===== src/rtl/instr_fetch.sv =====
`default_nettype none
// ============================================================================
// Module      : instr_fetch
// Description : Instruction fetch stage plus IF/ID pipeline register.
//               Holds the PC, issues req/ack reads to instruction memory,
//               buffers one returned word in a skid register while decode
//               is stalled, and applies branch redirects with a flush of all
//               younger fetched work. Produces Opcode/Funct for the main
//               control decoder.
//
// Ports       : clk, rst_n                 clock, async active-low reset
//               imem_req/addr/ack/rdata    instruction memory read channel
//               stall                      decode cannot accept new word
//               redirect_valid/pc          taken-branch redirect from EX
//               id_valid/instr/pc4         IF/ID register contents
//               Opcode, Funct              id_instr[31:26], id_instr[5:0]
//               perf_fetched, perf_stall   only with IFETCH_PERF_EN
//
// Options     : IFETCH_PERF_EN - adds perf_fetched / perf_stall counters.
//
// Revision    : 1.0 - initial release
// ============================================================================
module instr_fetch #(
  parameter int                 ADDR_W   = 32,
  parameter logic [ADDR_W-1:0]  RESET_PC = {ADDR_W{1'b0}}
) (
  input  logic              clk,
  input  logic              rst_n,
  output logic              imem_req,
  output logic [ADDR_W-1:0] imem_addr,
  input  logic              imem_ack,
  input  logic [31:0]       imem_rdata,
  input  logic              stall,
  input  logic              redirect_valid,
  input  logic [ADDR_W-1:0] redirect_pc,
  output logic              id_valid,
  output logic [31:0]       id_instr,
  output logic [ADDR_W-1:0] id_pc4,
`ifdef IFETCH_PERF_EN
  output logic [31:0]       perf_fetched,
  output logic [31:0]       perf_stall,
`endif
  output logic [5:0]        Opcode,
  output logic [5:0]        Funct
);

  typedef enum logic [1:0] {
    S_FETCH = 2'd0,  // request outstanding at pc
    S_SKID  = 2'd1,  // one word buffered, request paused
    S_DRAIN = 2'd2   // stale request in flight, its data will be dropped
  } state_t;

  localparam logic [ADDR_W-1:0] C_FOUR = {{(ADDR_W-3){1'b0}}, 3'b100};

  state_t              state_q, state_d;
  logic [ADDR_W-1:0]   pc_q, pc_d;
  logic [ADDR_W-1:0]   addr_q, addr_d;
  logic                req_q, req_d;
  logic                id_valid_q, id_valid_d;
  logic [31:0]         id_instr_q, id_instr_d;
  logic [ADDR_W-1:0]   id_pc4_q, id_pc4_d;
  logic [31:0]         skid_instr_q, skid_instr_d;
  logic [ADDR_W-1:0]   skid_pc4_q, skid_pc4_d;

  logic                w_ack;
  logic                w_held;
  logic [ADDR_W-1:0]   w_pc_inc;
  logic [ADDR_W-1:0]   w_redir_pc;
  logic                unused_redir_lsb;

  // An ack is only honoured while a request is actually presented; this
  // also masks the quiet cycle right after reset release.
  assign w_ack      = imem_ack & req_q;
  assign w_held     = id_valid_q & stall;
  assign w_pc_inc   = pc_q + C_FOUR;
  assign w_redir_pc = {redirect_pc[ADDR_W-1:2], 2'b00};

  assign unused_redir_lsb = ^redirect_pc[1:0];

  always_comb begin
    state_d      = state_q;
    pc_d         = pc_q;
    id_valid_d   = id_valid_q;
    id_instr_d   = id_instr_q;
    id_pc4_d     = id_pc4_q;
    skid_instr_d = skid_instr_q;
    skid_pc4_d   = skid_pc4_q;

    case (state_q)
      S_FETCH: begin
        if (redirect_valid) begin
          id_valid_d = 1'b0;
          id_instr_d = 32'h0;
          pc_d       = w_redir_pc;
          // A request already on the bus without its ack must complete
          // before the new target can be presented.
          state_d    = (req_q & ~imem_ack) ? S_DRAIN : S_FETCH;
        end else if (w_ack) begin
          pc_d = w_pc_inc;
          if (w_held) begin
            skid_instr_d = imem_rdata;
            skid_pc4_d   = w_pc_inc;
            state_d      = S_SKID;
          end else begin
            id_valid_d = 1'b1;
            id_instr_d = imem_rdata;
            id_pc4_d   = w_pc_inc;
          end
        end else if (!w_held) begin
          id_valid_d = 1'b0;
          id_instr_d = 32'h0;
        end
      end

      S_SKID: begin
        if (redirect_valid) begin
          id_valid_d   = 1'b0;
          id_instr_d   = 32'h0;
          skid_instr_d = 32'h0;
          skid_pc4_d   = {ADDR_W{1'b0}};
          pc_d         = w_redir_pc;
          state_d      = S_FETCH;
        end else if (!stall) begin
          id_valid_d   = 1'b1;
          id_instr_d   = skid_instr_q;
          id_pc4_d     = skid_pc4_q;
          skid_instr_d = 32'h0;
          skid_pc4_d   = {ADDR_W{1'b0}};
          state_d      = S_FETCH;
        end
      end

      S_DRAIN: begin
        id_valid_d = 1'b0;
        id_instr_d = 32'h0;
        if (redirect_valid) begin
          pc_d = w_redir_pc;
        end
        // The stale word is discarded; fetching resumes at the latest target.
        if (w_ack) begin
          state_d = S_FETCH;
        end
      end

      default: begin
        state_d = S_FETCH;
      end
    endcase
  end

  // Address is frozen while draining so the bus stays stable until ack.
  assign addr_d = (state_d == S_DRAIN) ? addr_q : pc_d;
  assign req_d  = (state_d != S_SKID);

  always_ff @(posedge clk or negedge rst_n) begin
    if (!rst_n) begin
      state_q      <= S_FETCH;
      pc_q         <= RESET_PC;
      addr_q       <= RESET_PC;
      req_q        <= 1'b0;
      id_valid_q   <= 1'b0;
      id_instr_q   <= 32'h0;
      id_pc4_q     <= {ADDR_W{1'b0}};
      skid_instr_q <= 32'h0;
      skid_pc4_q   <= {ADDR_W{1'b0}};
    end else begin
      state_q      <= state_d;
      pc_q         <= pc_d;
      addr_q       <= addr_d;
      req_q        <= req_d;
      id_valid_q   <= id_valid_d;
      id_instr_q   <= id_instr_d;
      id_pc4_q     <= id_pc4_d;
      skid_instr_q <= skid_instr_d;
      skid_pc4_q   <= skid_pc4_d;
    end
  end

  assign imem_req  = req_q;
  assign imem_addr = addr_q;
  assign id_valid  = id_valid_q;
  assign id_instr  = id_instr_q;
  assign id_pc4    = id_pc4_q;
  assign Opcode    = id_instr_q[31:26];
  assign Funct     = id_instr_q[5:0];

`ifdef IFETCH_PERF_EN
  logic [31:0] perf_fetched_q, perf_fetched_d;
  logic [31:0] perf_stall_q, perf_stall_d;
  logic        w_if_write;

  // Counts only words that actually land in IF/ID; flushed words never do.
  assign w_if_write = ((state_q == S_FETCH) & ~redirect_valid & w_ack & ~w_held) |
                      ((state_q == S_SKID)  & ~redirect_valid & ~stall);

  assign perf_fetched_d = perf_fetched_q + {31'h0, w_if_write};
  assign perf_stall_d   = perf_stall_q + {31'h0, w_held};

  always_ff @(posedge clk or negedge rst_n) begin
    if (!rst_n) begin
      perf_fetched_q <= 32'h0;
      perf_stall_q   <= 32'h0;
    end else begin
      perf_fetched_q <= perf_fetched_d;
      perf_stall_q   <= perf_stall_d;
    end
  end

  assign perf_fetched = perf_fetched_q;
  assign perf_stall   = perf_stall_q;
`endif

endmodule
`default_nettype wire

===== config.mk =====
export PLATFORM = sky130hd
export DESIGN_NAME = instr_fetch
export DESIGN_NICKNAME = d
export VERILOG_FILES = /design/src/rtl/instr_fetch.sv
export SDC_FILE = /design/constraint.sdc
export NUM_CORES = 1
export LEC_CHECK = 0
export ABC_AREA = 1
export CORE_ASPECT_RATIO = 2
export CORE_MARGIN = 5
export CORE_UTILIZATION = 45
export CTS_BUF_LIST = sky130_fd_sc_hd__clkbuf_8
export DETAILED_ROUTE_END_ITERATION = 12
export MAX_ROUTING_LAYER = met4
export PLACE_DENSITY_LB_ADDON = 0.2
export SLEW_MARGIN = 20
export SYNTH_ARGS = -nofsm -noshare
export SYNTH_HDL_FRONTEND = slang
export SYNTH_SLANG_ARGS = --single-unit
export TNS_END_PERCENT = 20

===== constraint.sdc =====
create_clock -name clk -period 1.9 [get_ports clk]
set_input_delay 0.38 -clock clk [delete_from_list [all_inputs] [get_ports clk]]
set_output_delay 0.38 -clock clk [all_outputs]
set_load 0.01 [all_outputs]

==> results.cfg, run 1 <==
[run_status]
status = finished, final reports clean

[drt]
drc_errors = 0
firstDrtPassIters = 5
drt_iter0_markers = 814
vias = 9752
routedWlPerCell_um = 17.7
postRouteAntennaNets = 0
drt_wl_total_mm = 32.6
viasPerCell = 5.31

[critical_path]
r2r-end = imem_addr[17]$_DFFE_PN0P_
worst-r2r-cell-count = 14
worstSetupStartpointType = register
cp-end-kind = register
worstReg2RegStart = state_q[1]$_DFF_PN0_
r2r_slack_ns = 0.02
crit_required_ns = 2.30
critPathLaunch = state_q[1]$_DFF_PN0_
critPathCapture = imem_addr[17]$_DFFE_PN0P_
cp_max_fo = 16
cp.arrival_ns = 2.27
path_class = register to register

[floorplan]
die_height_um = 222
core-area_um2 = 22200
io_pins = 179
design.die.area_um2 = 25800
die_w_um = 116
start_util = 0.457
rows = 77

[yosys]
synth.avg_cell_area_um2 = 7.64
synth_area_um2 = 10100
yosysUniqueCellTypes = 34
yosysWarnings = 0
synth_nets = 1401
synth-async-reset-ratio = 1.00
synth_edf_count = 0
synthFlopType = dfrtp_1
synth_seq_cells = 196
ys_seq_area_frac = 0.484
synthCells = 1327

[sta]
relSlewSlack = 0.651
maxSlewViolCount = 0
rsz0062_at_grt = true
timing.fmax_mhz = 533
finalWorstSetupSlack_ns = 0.0237
finalClockSkew_ns = 0.0130
final_hold_viol_count = 0
setup_violations = 0
fin_crit_sh = 0.988
hold_ws_ns = 0.391
worstMarginPinSlew_ns = 0.523
fin_crit_ns = 1.88

[power]
power.switching_w = 0.00767
power_density_nw_per_um2 = 1450
p_int_w = 0.0119
p_leak_nw = 6.64
vdd_drop_max_mv = 0.786
swShare = 0.392
power.sequential.fraction = 0.377
comb_power_share = 0.474
clkPwrFrac = 0.149

[final_layout]
fin_nets = 1620
final_area_um2 = 13500
n_antenna_cell = 0
final_cells = 1835
drive_gt1_frac = 0.131
syn2layout_area_growth_pct = 33.6

[clocking]
clk_pin_slew_ns = 0.10
clock-sinks = 196
clk_latency_ns = 0.49
cts_tree = built
cts.path.max_buffers = 2
clock-root-buffer = clkbuf_8
cts_buffers = 17
htreeDepth = 4

[global_routing]
antenna_found_initial = 0
grt_use_total = 0.259
grt.overflow.total = 0
grt_max_degree = 57
first_global_vias = 9680
grt_pass1_wl_mm = 50.7

[job]
drv_cap = 0

[placed_design]
gp_congestion = 0.963
dp_cells = 1793
hpwl_mm = 23.1
dpl_cell_area_um2 = 12800
port_buffers = 176
post-place-ws_ns = -0.243

[min_path]
hold_path.class = input port to async pin
==> stage by stage <==
step	TNS (ns)	power (W)	util
after floorplan	0	0.0118	-
after global placement	-21.58	0.0161	0.578
after detailed placement	-27.42	0.0163	0.578
after CTS	0	0.0193	0.599
after global routing	-1.70	0.0211	0.611
final	0	0.0196	0.611
==> what timing repair did <==
item                                    CTS  global route
gates resized for setup                  15            50
endpoints found under the setup margin   80           114
endpoints found under the hold margin    40             0
hold buffers                              1             0
pin swaps                                 0             9
gates cloned                              0             4
setup buffers                             1             4
==> worst min-delay path by stage <==
stage	startpoint	cells after the start	end	slack [ns]
3_3_place_gp	rst_n	1	id_instr[12]$_DFFE_PN0P_	0.36
6_report	rst_n	2	id_instr[12]$_DFFE_PN0P_	0.39
2_1_floorplan	rst_n	0	id_instr[0]$_DFFE_PN0P_	0.08
3_5_place_dp	rst_n	1	id_instr[12]$_DFFE_PN0P_	0.36
4_1_cts	rst_n	2	pc_q[0]$_DFF_PN0_	0.37
5_1_grt	rst_n	2	id_instr[12]$_DFFE_PN0P_	0.38
==> sequential cells by signal, indices dropped and copies added (netlist names) <==
name          cells
id_instr         32
id_pc4           32
id_valid          1
imem_addr        32
imem_req          1
pc_q             32
skid_instr_q     32
skid_pc4_q       32
state_q           2
==> power groups by stage <==
stage | sequential, W | combinational, W | clock (W)
global route | 0.00762 | 0.0103 | 0.00314
finish | 0.00739 | 0.00929 | 0.00292
detailed placement | 0.00743 | 0.00892 | 0
global placement | 0.00738 | 0.00876 | 0
floorplan | 0.00753 | 0.00431 | 0
CTS | 0.00737 | 0.00892 | 0.00299
==> layer usage <==
metal / vias to the layer above / GRT usage / share of wire
li1: 4734 / - / -
met1: 4649 / 0.292 / 0.38
met2: 281 / 0.447 / 0.53
met3: 88 / 0.0397 / 0.040
met4: 0 / 0.115 / 0.053
met5: - / - / 0
==> cells in the final DEF, fill, tap and decap left out, types with 4 or more instances in the layout <==
| master | synthesis | routed |
|---|---|---|
| a22oi_1 | 34 | 34 |
| a21boi_1 | 5 | 9 |
| buf_4 | 12 | 83 |
| nor2_4 | 3 | 8 |
| clkbuf_8 | 0 | 20 |
| o21ai_1 | 8 | 10 |
| nor2_1 | 95 | 86 |
| inv_1 | 51 | 50 |
| nand3_1 | 53 | 45 |
| a21boi_0 | 20 | 16 |
| buf_12 | 0 | 18 |
| nand2_1 | 521 | 517 |
| clkinvlp_4 | 0 | 5 |
| xor2_1 | 6 | 4 |
| dlygate4sd2_1 | 0 | 7 |
| o22ai_1 | 4 | 4 |
| and2_1 | 4 | 4 |
| buf_6 | 5 | 4 |
| inv_2 | 9 | 11 |
| o21ai_0 | 84 | 81 |
| nor2_2 | 2 | 6 |
| nand3_2 | 9 | 17 |
| clkdlybuf4s50_1 | 0 | 164 |
| dfrtp_1 | 196 | 193 |
| a21oi_1 | 90 | 89 |
| a2bb2oi_1 | 27 | 27 |
==> layout make-up <==
cell class              count  area, um^2
clock buffers              19         262
clock inverters            13         158
fillers                  2085        8620
inverters                  61         234
multi-input cells         985        4760
flip-flops and latches    196        4910
well taps                 276         345
repair buffers            285        2870
==> Yosys cell counts (6+ instances only) <==
cell	count	share of area
a21boi_0	20	0.015
a21oi_1	90	0.044
a22oi_1	34	0.025
a2bb2oi_1	27	0.023
buf_2	22	0.011
buf_4	12	0.0089
clkbuf_1	45	0.017
dfrtp_1	196	0.48
inv_1	51	0.019
inv_2	9	0.0033
nand2_1	521	0.19
nand3_1	53	0.026
nand3_2	9	0.0089
nor2_1	95	0.035
o21ai_0	84	0.041
o21ai_1	8	0.0040
xor2_1	6	0.0052
==> critical path: stages (launching register included) <==
cell     delay, ns
dfrtp_1       0.40
inv_2         0.10
ha_4          0.17
inv_4         0.05
nor2_4        0.09
inv_2         0.03
nor2_1        0.10
o21ai_1       0.07
o31ai_2       0.07
nand2_2       0.11
nor2_4        0.18
inv_4         0.08
buf_12        0.16
nand3_1       0.09
nand2_1       0.06
==> kinds of logic after synthesis <==
| logic type | count (synthesis) | synth area share |
|---|---|---|
| AOI/OAI and AO/OA | 282 | 0.166 |
| DFF | 196 | 0.484 |
| xor gates and xnor gates | 6 | 0.00519 |
| buffers and inverters | 146 | 0.0650 |
| adders and majority gates | 5 | 0.00617 |
| and+or+nand+nor | 692 | 0.273 |
(Power assumes the default switching activity.)
==> inputs of run 2 (changes only) <==
--- a/config.mk
+++ b/config.mk
@@ -13,7 +13,6 @@
 export DETAILED_ROUTE_END_ITERATION = 12
 export MAX_ROUTING_LAYER = met4
 export PLACE_DENSITY_LB_ADDON = 0.2
-export SLEW_MARGIN = 20
 export SYNTH_ARGS = -nofsm -noshare
 export SYNTH_HDL_FRONTEND = slang
 export SYNTH_SLANG_ARGS = --single-unit
==> results of run 2 <==
The final DEF is identical to that of run 1; final timing and power are the same.
